`src/rtl/mul53_seq.sv`:
```
// mul53_seq - sequential 53x53-bit unsigned mantissa multiplier.
//
// Iterates over the multiplier MSB-first and accumulates partial products
// into a 106-bit product. It then spends one cycle on leading-one detection,
// so the normaliser receives both the raw product and the index of its top bit.
//
// Build option:
//   MUL53_RADIX256_EN  8 multiplier bits per cycle (7 MUL cycles).
//                      When it is not defined, 4 bits per cycle (14 MUL cycles).
//
// Ports:
//   i_clk       clock, rising edge
//   i_rst       synchronous active-high reset
//   i_ena       start request, sampled only in IDLE
//   i_a, i_b    53-bit unsigned operands (hidden bit included)
//   o_busy      high whenever the FSM is not in IDLE
//   o_rdy       one-cycle pulse, result outputs valid
//   o_result    106-bit product, held until the next NORM
//   o_shift     index of the highest set bit of o_result (0 if zero)
//   o_zero      product is zero
//   o_overflow  o_result[105]
//
// state | meaning
// IDLE  | waiting for i_ena; o_rdy pulses here after NORM
// MUL   | one multiplier digit per cycle, accumulate MSB-first
// NORM  | leading-one detect, register the outputs
module mul53_seq (
    input  logic         i_clk,
    input  logic         i_rst,
    input  logic         i_ena,
    input  logic [52:0]  i_a,
    input  logic [52:0]  i_b,
    output logic         o_busy,
    output logic         o_rdy,
    output logic [105:0] o_result,
    output logic [6:0]   o_shift,
    output logic         o_zero,
    output logic         o_overflow
);

`ifdef MUL53_RADIX256_EN
    localparam int         DW   = 8;
    localparam logic [3:0] LAST = 4'd6;
`else
    localparam int         DW   = 4;
    localparam logic [3:0] LAST = 4'd13;
`endif

    typedef enum logic [1:0] {IDLE, MUL, NORM} state_t;

    state_t         state_q, state_d;
    logic [52:0]    r_a;
    logic [55:0]    r_b;
    logic [105:0]   r_acc;
    logic [3:0]     r_cnt;
    logic [52+DW:0] pp;
    logic [105:0]   acc_next;
    logic [6:0]     lead;

    // Partial product of the multiplicand and the current top digit.
    // The final product is below 2^106, so the 106-bit wraparound of
    // the running sum never discards real bits.
    always_comb begin
        pp       = r_a * r_b[55 -: DW];
        acc_next = (r_acc << DW) + {{(106-53-DW){1'b0}}, pp};
    end

    // Priority encoder: the highest set bit wins because it is assigned last.
    always_comb begin
        lead = 7'd0;
        for (int i = 0; i < 106; i++) begin
            if (r_acc[i]) lead = 7'(i);
        end
    end

    always_ff @(posedge i_clk) begin
        if (i_rst) state_q <= IDLE;
        else       state_q <= state_d;
    end

    always_comb begin
        state_d = state_q;
        case (state_q)
            IDLE:    if (i_ena) state_d = MUL;
            MUL:     if (r_cnt == LAST) state_d = NORM;
            NORM:    state_d = IDLE;
            default: state_d = IDLE;
        endcase
    end

    assign o_busy = (state_q != IDLE);

    always_ff @(posedge i_clk) begin
        if (i_rst) begin
            r_a        <= '0;
            r_b        <= '0;
            r_acc      <= '0;
            r_cnt      <= '0;
            o_rdy      <= 1'b0;
            o_result   <= '0;
            o_shift    <= '0;
            o_zero     <= 1'b0;
            o_overflow <= 1'b0;
        end else begin
            o_rdy <= 1'b0;
            case (state_q)
                IDLE: begin
                    if (i_ena) begin
                        r_a   <= i_a;
                        r_b   <= {3'b000, i_b};
                        r_acc <= '0;
                        r_cnt <= '0;
                    end
                end
                MUL: begin
                    r_acc <= acc_next;
                    r_b   <= r_b << DW;
                    r_cnt <= r_cnt + 4'd1;
                end
                NORM: begin
                    o_result   <= r_acc;
                    o_shift    <= lead;
                    o_zero     <= (r_acc == '0);
                    o_overflow <= r_acc[105];
                    o_rdy      <= 1'b1;
                end
                default: ;
            endcase
        end
    end

endmodule

```
`config.mk`:
```
export PLATFORM = sky130hd
export DESIGN_NAME = mul53_seq
export DESIGN_NICKNAME = d
export VERILOG_FILES = /design/src/rtl/mul53_seq.sv
export SDC_FILE = /design/constraint.sdc
export NUM_CORES = 1
export LEC_CHECK = 0
export ABC_AREA = 0
export BUFFER_PORTS_ARGS = -buffer_cell sky130_fd_sc_hd__buf_2
export CAP_MARGIN = 20
export CORE_MARGIN = 8
export CORE_UTILIZATION = 56
export CTS_BUF_LIST = sky130_fd_sc_hd__clkbuf_4 sky130_fd_sc_hd__clkbuf_8
export DETAILED_ROUTE_END_ITERATION = 7
export GPL_TIMING_DRIVEN = 0
export HOLD_SLACK_MARGIN = 0.15
export PLACE_DENSITY = 0.85
export SLEW_MARGIN = 20
export SYNTH_ARGS = -nofsm -noshare
export SYNTH_HDL_FRONTEND = slang
export SYNTH_SLANG_ARGS = --single-unit
```
`constraint.sdc`:
```
create_clock -name i_clk -period 5.21 [get_ports i_clk]
set_input_delay 0.7815 -clock i_clk [delete_from_list [all_inputs] [get_ports i_clk]]
set_output_delay 0.7815 -clock i_clk [all_outputs]
set_load 0.02 [all_outputs]
```
==> reports/qor.yml <==
syn_nets: 3175
hold_viol: 0
drive_above_1_share_pct: 14.3
io_pins: 226
synthMostInstantiatedCell: "nand2_1"
tns_ns: 0
clockRootBuffer: "clkbuf_8"
final_cells: 3699
drtAntennaViolNets: 0
ys_top_cells_by_area: "dfxtp_1 (31%), fa_1 (14%), nand2_1 (11%)"
rsz0062_at_grt: "yes"
netlist-cell-type-count: 88
p_per_area_mw_per_mm2: 243
cp_top_family: "adder cells"
initialDrtViolationCount: 2069
cp-start-kind: "flop"
netlist_area_mm2: 0.0220
die_area_mm2: 0.0459
grt_pass1_vias: 21599
power.leakage_uw: 0.0113
hold_buffers: 0
synth_top_cell_area_share_pct: 30.6
crit_slowest_cell: "fa_1"
max_stage_delay_ns: 0.59
cts.sinks: 336
yosys-top-cells-count: "nand2_1 (616), dfxtp_1 (336), nor2_1 (279)"
cts_tree: "built"
via_per_inst: 5.92
dr.pass1.iters: 7
fin_crit_ns: 5.16
ys.flop_type: "dfxtp_1"
hp-class: "in2reg"
worst-path-buf-inv: 5
crit_fanout: 10
cts_buffers: 57
fillCellCount: 3283
setup_viol: 0
syn_to_final_growth_pct: 16.4
critPathCaptureType: "flop"
yosysTopAreaCell: "dfxtp_1"
syn_area_per_cell_um2: 7.74
vdd_ir_drop_max_mv: 0.238
maxCapViolCount: 0
clock_skew_ns: 0.0620
core_area_mm2: 0.0387
synth-async-reset-ratio_pct: 0
clk_pin_slew_ns: 0.07
rows: 72
drv_slew: 0
fmaxAchievable_mhz: 194
yosysSeqAreaShare_pct: 30.6
start_util_pct: 56.8
antenna_found_initial: 0
htreeDepth: 2
grt_pass1_wl_um: 119000
diodes: 0
drc: 0
die_h_um: 214
synth-seq-cells: 336
dr_total_vias: 21901
critical_path_class: "reg2reg"
yosysWarnings: 0
dp_hpwl_um: 58100
synth-edff-count: 0
grt_max_degree: 17
die_w_um: 214
critPathRequiredTime_ns: 5.81
grt_usage_pct: 31.9
clk_latency_ns: 0.70
clockBufferDepth: 3
wl_per_cell_um: 20.6
arrival_ns: 5.76
holdWs_ns: 0.356
port_buffers: 225
globalplace.congestion: 0.946
post-route-period-util_pct: 99.0
netlist_instances: 2845
relSlewSlack_pct: 20.9
dp.cells: 3588
crit_chain: "clkbuf_4 > nand2_1 > fa_1 > inv_1 > fa_1 > fa_1 > ha_1 > nand2_1 > nor3_4 > a2111oi_4 > buf_4 > a211o_4 > a211oi_4 > o311ai_4 > buf_4 > buf_4 > nor3_4 > nand3_1 > o311ai_1"
grt-ovfl-total: 0
wl_um: 76200
status: "finished clean"
fin_nets: 3470
worstMarginPinSlew_ns: 1.19
## worst reg2reg max path, delay by kind of cell (launching register included)
kind                     cells  cell delay, ns
buffers and inverters        5            0.81
AND/OR/NAND/NOR              5            0.75
flip-flops                   1            0.42
adder cells (fa/ha/maj)      4            1.96
AO/OA/AOI/OAI                5            1.18
## kinds of logic (layout without fill, tap and decap cells)
family	Yosys count	in the layout	share of synthesized area (%)
AO/OA/AOI/OAI	581	581	16.4
XOR/XNOR	76	76	3.02
adder cells (fa/ha/maj)	221	221	17.8
buffers and inverters	358	694	6.25
flip-flops	336	336	30.6
multiplexers	4	4	0.188
AND/OR/NAND/NOR	1269	1269	25.7
## final timing paths
path	from	endpoint	slack [ns]	cells after the start
setup / recovery	r_b[55]	r_acc[82]	0.05	19
hold / removal	i_a[44]	r_a[44]	0.36	3
setup reg to reg	r_b[55]	r_acc[82]	0.05	19
hold reg to reg	o_result[47]	o_result[47]	0.45	2
## metrics by stage
step           worst slack (ns)  util [%]  total power (uW)  instance area (um^2)
5_1_grt                 -0.0496      66.2              6420                 25600
6_report                 0.0513      66.2              6220                 25600
3_3_place_gp              -1.24      61.4              3380                 23800
2_1_floorplan             0.181         -              3150                 22000
4_1_cts                 -0.0193      65.6              6210                 25400
3_5_place_dp              -1.29      61.4              3400                 23800
## cell type report
cell class	count	area [um^2]	share of cell area, %
flip-flops and latches	336	6740	26.3
inverters	157	589	2.30
multi-input cells	2151	14200	55.3
clock inverters	19	319	1.25
well taps	518	648	2.53
clock buffers	81	1030	4.01
repair buffers	244	1270	4.96
plain buffers	193	867	3.38
## layer usage
layer	share of wire, %	routed length, um	track usage (%)
met1	41	31200	42.1
met3	9.5	7240	5.75
met4	3.9	2950	12.4
met5	0	0	0
met2	46	34700	51.5
## placed cells by master, fill, tap and decap left out, drive strengths merged, types with 28 or more instances in the layout
| cell | n |
|---|---|
| nand2 | 616 |
| dfxtp | 336 |
| nor2 | 279 |
| a21oi | 274 |
| buf | 274 |
| clkbuf | 244 |
| inv | 159 |
| fa | 154 |
| o21ai | 111 |
| nand3 | 80 |
| nor4 | 78 |
| ha | 67 |
| and2 | 66 |
| nor3 | 54 |
| xnor2 | 48 |
| xor2 | 28 |
## repair_timing
| item | CTS | global route |
|---|---|---|
| pin swaps | 9 | 13 |
| setup buffers | 15 | 4 |
| setup endpoints to repair | 92 | 63 |
| gates resized for setup | 49 | 57 |
| endpoints found under the hold margin | 0 | 0 |
## sequential cells by signal, indices dropped and copies added, names as in the netlist
signal / count
r_acc: 106
r_b: 56
o_shift: 7
r_a: 53
r_cnt: 4
o_result: 106
o_rdy: 1
state_q: 2
o_zero: 1
## power by group
| part | switching [uW] | internal, uW | leakage (uW) | total, uW |
|---|---|---|---|---|
| registers | 86.1 | 2650 | 0.00273 | 2730 |
| clock network | 1170 | 1670 | 0.000704 | 2840 |
| logic | 431 | 214 | 0.00783 | 645 |
Power figures use the tool's default switching activity.
